--- src/rtl/ad_demod_pkg.sv ---
// Shared constants, FSM encoding and ADC sample conversion for the quadrature demodulator.
package ad_demod_pkg;

   localparam int ADC_W  = 14;
   localparam int REF_W  = 14;
   localparam int PROD_W = 28;

   typedef enum logic [1:0] {
      IDLE  = 2'd0,
      RUN   = 2'd1,
      FLUSH = 2'd2,
      DONE  = 2'd3
   } state_e;

   // AD9240 offset binary to two's complement: flip the MSB.
   function automatic logic signed [ADC_W-1:0] ob_to_signed(input logic [ADC_W-1:0] raw);
      return {~raw[ADC_W-1], raw[ADC_W-2:0]};
   endfunction

endpackage

--- src/rtl/ad_demod_mac.sv ---
// One demodulation channel: registered signed product (S2) feeding a sign-extended accumulator (S3).
module demod_mac
   import ad_demod_pkg::*;
#(
   parameter int ACC_W = 40
) (
   input  logic                    clk_i,
   input  logic                    rst_ni,
   input  logic                    clr_i,
   input  logic                    valid_i,
   input  logic signed [ADC_W-1:0] samp_i,
   input  logic signed [REF_W-1:0] ref_i,
   output logic signed [ACC_W-1:0] acc_o
);

   logic signed [PROD_W-1:0] prod_q, prod_d;
   logic                     prod_vld_q, prod_vld_d;
   logic signed [ACC_W-1:0]  acc_q, acc_d;

   always_comb begin
      prod_d     = samp_i * ref_i;
      prod_vld_d = valid_i & ~clr_i;
      acc_d      = acc_q;
      if (clr_i) begin
         acc_d = '0;
      end else if (prod_vld_q) begin
         acc_d = acc_q + {{(ACC_W-PROD_W){prod_q[PROD_W-1]}}, prod_q};
      end
   end

   always_ff @(posedge clk_i or negedge rst_ni) begin
      if (!rst_ni) begin
         prod_q     <= '0;
         prod_vld_q <= 1'b0;
         acc_q      <= '0;
      end else begin
         prod_q     <= prod_d;
         prod_vld_q <= prod_vld_d;
         acc_q      <= acc_d;
      end
   end

   assign acc_o = acc_q;

endmodule

--- src/rtl/ad_demod.sv ---
// Quadrature demodulator: accumulates sample*sin and sample*cos over SAMP_NUM accepted samples.
module ad_demod
   import ad_demod_pkg::*;
#(
   parameter int SAMP_NUM = 500,
   parameter int ACC_W    = 40
) (
   input  logic                    CLK,
   input  logic                    RST,
   input  logic                    Enable,
   input  logic                    SampValid,
   input  logic [ADC_W-1:0]        DataIn,
   input  logic                    OTR,
   input  logic signed [REF_W-1:0] SinRef,
   input  logic signed [REF_W-1:0] CosRef,
   output logic                    Done,
   output logic signed [ACC_W-1:0] IOut,
   output logic signed [ACC_W-1:0] QOut,
   output logic                    Ovf,
   output logic                    Busy
);

   localparam int              CNT_W = $clog2(SAMP_NUM + 1);
   localparam logic [CNT_W-1:0] LAST = CNT_W'(SAMP_NUM - 1);

   state_e                  state_q, state_d;
   logic [CNT_W-1:0]        cnt_q, cnt_d;
   logic                    flush_q, flush_d;
   logic                    ovf_q, ovf_d;
   logic                    accept;
   logic                    mac_clr;

   logic                    s1_vld_q;
   logic signed [ADC_W-1:0] s1_samp_q;
   logic signed [REF_W-1:0] s1_ref_q [2];
   logic signed [ACC_W-1:0] acc      [2];

   logic                    done_q, done_d;
   logic signed [ACC_W-1:0] iout_q, iout_d;
   logic signed [ACC_W-1:0] qout_q, qout_d;

   always_comb begin
      state_d = state_q;
      cnt_d   = cnt_q;
      flush_d = flush_q;
      ovf_d   = ovf_q;
      accept  = 1'b0;
      if (!Enable) begin
         state_d = IDLE;
         cnt_d   = '0;
         flush_d = 1'b0;
      end else begin
         case (state_q)
            IDLE: begin
               state_d = RUN;
               cnt_d   = '0;
               flush_d = 1'b0;
               ovf_d   = 1'b0;
            end
            RUN: begin
               if (SampValid) begin
                  accept = 1'b1;
                  cnt_d  = cnt_q + 1'b1;
                  ovf_d  = ovf_q | OTR;
                  if (cnt_q == LAST) begin
                     state_d = FLUSH;
                  end
               end
            end
            FLUSH: begin
               flush_d = ~flush_q;
               if (flush_q) begin
                  state_d = DONE;
               end
            end
            default: ;
         endcase
      end
   end

   // Results are captured one edge after entering DONE, once S3 has absorbed the last product.
   always_comb begin
      done_d = done_q;
      iout_d = iout_q;
      qout_d = qout_q;
      if (!Enable) begin
         done_d = 1'b0;
      end else if (state_q == DONE && !done_q) begin
         done_d = 1'b1;
         iout_d = acc[0];
         qout_d = acc[1];
      end
   end

   always_ff @(posedge CLK or negedge RST) begin
      if (!RST) begin
         state_q <= IDLE;
         cnt_q   <= '0;
         flush_q <= 1'b0;
         ovf_q   <= 1'b0;
         done_q  <= 1'b0;
         iout_q  <= '0;
         qout_q  <= '0;
      end else begin
         state_q <= state_d;
         cnt_q   <= cnt_d;
         flush_q <= flush_d;
         ovf_q   <= ovf_d;
         done_q  <= done_d;
         iout_q  <= iout_d;
         qout_q  <= qout_d;
      end
   end

   // S1: converted sample and both references.
   always_ff @(posedge CLK or negedge RST) begin
      if (!RST) begin
         s1_vld_q    <= 1'b0;
         s1_samp_q   <= '0;
         s1_ref_q[0] <= '0;
         s1_ref_q[1] <= '0;
      end else begin
         s1_vld_q <= accept;
         if (accept) begin
            s1_samp_q   <= ob_to_signed(DataIn);
            s1_ref_q[0] <= SinRef;
            s1_ref_q[1] <= CosRef;
         end
      end
   end

   assign mac_clr = ~Enable | (state_q == IDLE);

   generate
      for (genvar gi = 0; gi < 2; gi++) begin : g_chan
         demod_mac #(
            .ACC_W(ACC_W)
         ) u_mac (
            .clk_i  (CLK),
            .rst_ni (RST),
            .clr_i  (mac_clr),
            .valid_i(s1_vld_q),
            .samp_i (s1_samp_q),
            .ref_i  (s1_ref_q[gi]),
            .acc_o  (acc[gi])
         );
      end
   endgenerate

   assign Done = done_q;
   assign IOut = iout_q;
   assign QOut = qout_q;
   assign Ovf  = ovf_q;
   assign Busy = (state_q == RUN) | (state_q == FLUSH);

endmodule

--- config.mk ---
export PLATFORM = sky130hd
export DESIGN_NAME = ad_demod
export DESIGN_NICKNAME = d
export VERILOG_FILES = /design/src/rtl/ad_demod_pkg.sv /design/src/rtl/ad_demod_mac.sv /design/src/rtl/ad_demod.sv
export SDC_FILE = /design/constraint.sdc
export NUM_CORES = 2
export LEC_CHECK = 0
export BUFFER_PORTS_ARGS = -buffer_cell sky130_fd_sc_hd__buf_2
export CAP_MARGIN = 40
export CORE_MARGIN = 1.5
export CORE_UTILIZATION = 50
export CTS_CLUSTER_DIAMETER = 200
export DETAILED_ROUTE_END_ITERATION = 8
export HOLD_SLACK_MARGIN = 0.1
export PLACE_DENSITY = 0.7
export SYNTH_ARGS = -nofsm -noshare
export SYNTH_HDL_FRONTEND = slang
export SYNTH_SLANG_ARGS = --single-unit
--- constraint.sdc ---
create_clock -name CLK -period 6.3 [get_ports CLK]
set_input_delay 0.315 -clock CLK [delete_from_list [all_inputs] [get_ports CLK]]
set_output_delay 0.315 -clock CLK [all_outputs]
set_load 0.005 [all_outputs]
==> results_dict.tcl <==
set metrics [dict create \
    cts.sinks 274 \
    overflow 0 \
    layout_min_cycle_time_ps 6067 \
    multiInputGateArea_um2 19740 \
    chipWidth_um 242.3 \
    wl_per_cell_um 16.49 \
    synth-seq-cells 274 \
    crit_buf_inv 4 \
    die-area_um2 58710 \
    antenna_cells 0 \
    fp.dieH_um 242.3 \
    finalCritPeriodShare_pct 96.30 \
    cts_tree "done" \
    critPathMaxStageDelay_ps 570 \
    area_growth_pct 12.64 \
    io_buffer_count 129 \
    avgSynthCellArea_um2 9.683 \
    cp_cell_sequence "buf_4 -> nand2_1 -> inv_1 -> fa_1 -> inv_1 -> fa_1 -> fa_1 -> fa_1 -> fa_1 -> fa_1 -> inv_1 -> ha_1 -> and3_1 -> or2_2 -> a21oi_1 -> a211oi_2 -> o21a_1 -> o21a_1 -> o41ai_2 -> xnor2_1" \
    mostFrequentLayoutCell "inv_1" \
    viasPerCell 5.384 \
    num-nets-final 3787 \
    place_congestion 0.9046 \
    worst_path_max_delay_cell "fa_1" \
    ys_top_cells_by_area "fa_1, dfrtp_1, ha_1" \
    worstHoldPathType "in2reg" \
    grt_pass1_vias 22300 \
    drt_iter0_markers 1153 \
    final_layout_size_suffix_gt1_share_pct 12.42 \
    cts-buffers-inserted 30 \
    critPathMaxFanout 11 \
    hold_violations 0 \
    fmax_mhz 164.8 \
    dpl.hpwl_um 51050 \
    drv_cap 0 \
    rrSetupSlack_ps 230 \
    core-area_um2 56500 \
    hp-start "SampValid" \
    finalSetupViolCount 0 \
    worst_hold_slack_ps 234.5 \
    regArea_um2 6872 \
    hold_depth 3 \
    r2r_end "g_chan[1].u_mac.prod_q[26]" \
    synthFlopType "dfrtp_1" \
    ys_warn_count 0 \
    synth_cell_types 68 \
    async_reset_ff_share_pct 100.0 \
    synth_seq_area_share_pct 23.95 \
    initial_core_util_pct 50.68 \
    skew_ps 19.83 \
    placed_cells 3808 \
    fp-row-count 87 \
    synth_top_area_cell "fa_1" \
    crit_top_cell "fa_1" \
    grt_max_degree 109 \
    clk_pin_slew_ps 60 \
    synth_edf_count 0 \
    reg2reg_from "s1_ref_q[5]" \
    mostFrequentLayoutCells "inv_1, fa_1, nand2_1, dfrtp_1, ha_1" \
    slew_headroom_pct 40.47 \
    grt_pass1_wl_um 110000 \
    ant_nets 0 \
    insertion_delay_ps 590 \
    slew_viol_final 0 \
    grt_util_all_layers_pct 22.72 \
    min_to "s1_vld_q" \
    crit_type "reg2reg" \
    drc 0 \
    r2r_cells 20 \
    synth_top_area_share_pct 27.41 \
    firstDrtPassIters 5 \
    ios 130 \
    n_fill_cell 4893 \
    tightest_slew_ps 892.9 \
    vias 21060 \
    end_kind "register" \
    cp_top_family "adder cells" \
    h-tree-depth 1 \
    wl_um 64470 \
    syn_area_um2 28630 \
    cp.required_ps 6810 \
    finish.utilization_pct 57.09 \
    syn_inst 2957 \
    outcome "finished, final reports clean" \
    antenna_found_initial 0 \
    instances_no_fill 3911 \
    cp_data_arrival_time_ps 6570 \
    cp-start-kind "register" \
    crit_cells 20 \
    syn_nets 3613 \
    root_buffer "clkbuf_16" \
    cts_buffer_depth 3 \
]
==> cells by family after synthesis <==
group                      count (synthesis)  share of synthesized area (%)
adders and majority gates                609                          36.89
buffers and inverters                    568                          7.455
and+or+nand+nor                          855                          14.18
DFF                                      274                          23.95
xor gates and xnor gates                 125                          3.824
AOI/OAI and AO/OA                        397                          8.849
muxes                                    129                          4.855
==> worst max path at each step <==
stage,startpoint,slack (ps),endpoint
after floorplan,s1_samp_q[13],50,g_chan[1].u_mac.prod_q[26]
after global placement,s1_samp_q[7],100,g_chan[0].u_mac.prod_q[27]
after detailed placement,s1_samp_q[7],30,g_chan[1].u_mac.prod_q[26]
after CTS,s1_samp_q[2],50,g_chan[0].u_mac.prod_q[27]
after global routing,s1_samp_q[7],-20,g_chan[0].u_mac.prod_q[27]
final,s1_ref_q[5],230,g_chan[1].u_mac.prod_q[26]
==> cell usage after synthesis, types with 3 or more instances <==
cell type and number:
inv_1 450, fa_1 392, nand2_1 357, dfrtp_1 274
ha_1 217, and2_1 208, nor2_1 143, a21oi_1 119
clkbuf_1 106, xnor2_1 95, mux2_2 79, o21ai_0 62
a21o_1 57, mux2i_1 50, xor2_1 30, nand3_1 29
a211oi_1 23, nand2b_1 21, a31oi_1 20, nor3_1 20
o21ai_1 19, and3_1 17, o21a_1 16, nand4_1 15
nor2b_1 15, o21bai_1 15, o211ai_1 9, buf_1 8
or3_1 8, o31ai_1 7, nor3b_1 5, o22ai_1 5
or2_2 5, a211o_1 4, a41oi_1 4, a221o_1 3
a2bb2oi_1 3, a31o_2 3, o2111ai_1 3, o41ai_1 3
or4_1 3
==> metrics by stage <==
step	setup TNS, ps	worst slack [ps]	area (um^2)
final	0	232.8	32250
after global placement	0	103.0	30500
after global routing	-22.24	-22.24	32250
after floorplan	0	51.85	28630
after CTS	0	47.83	32130
after detailed placement	0	29.87	30530
==> state kept, by name (all words and copies together) (netlist names), 2 cells and up <==
signal	flops
state_q	2
cnt_q	9
g_chan.u_mac.acc_o	80
QOut	40
g_chan.u_mac.prod_q	56
IOut	40
s1_ref_q	28
s1_samp_q	14
==> final cells by class <==
cell class	instances	share of cell area [%]
clock buffers	33	2.394
clock inverters	23	1.106
inverters	452	5.261
multi-input cells	2115	61.21
flip-flops and latches	274	21.31
well taps	756	2.933
repair buffers	258	5.788
==> tightest hold or removal path, delay by kind of cell <==
| kind | cells | cell delay (ps) |
|---|---|---|
| buf+inv | 2 | 310 |
| simple gates | 1 | 80 |
==> timing repair <==
item	CTS	global route
hold endpoints to repair	152	0
resized for setup	1	34
endpoints found under the setup margin	1	11
hold buffers	46	0
pin swaps	0	14
buffers inserted	0	1
==> layer usage <==
metal  up-vias  track usage, %  wire length, um
met5         -               0                0
met4         0           5.625             1480
met3        95           2.836             3561
met2       534           38.23            30830
met1     10640           31.23            28600
li1       9786               -                -
Power is not shown: default switching activity piles up to over one toggle a cycle in this logic, so the estimate is an artifact.
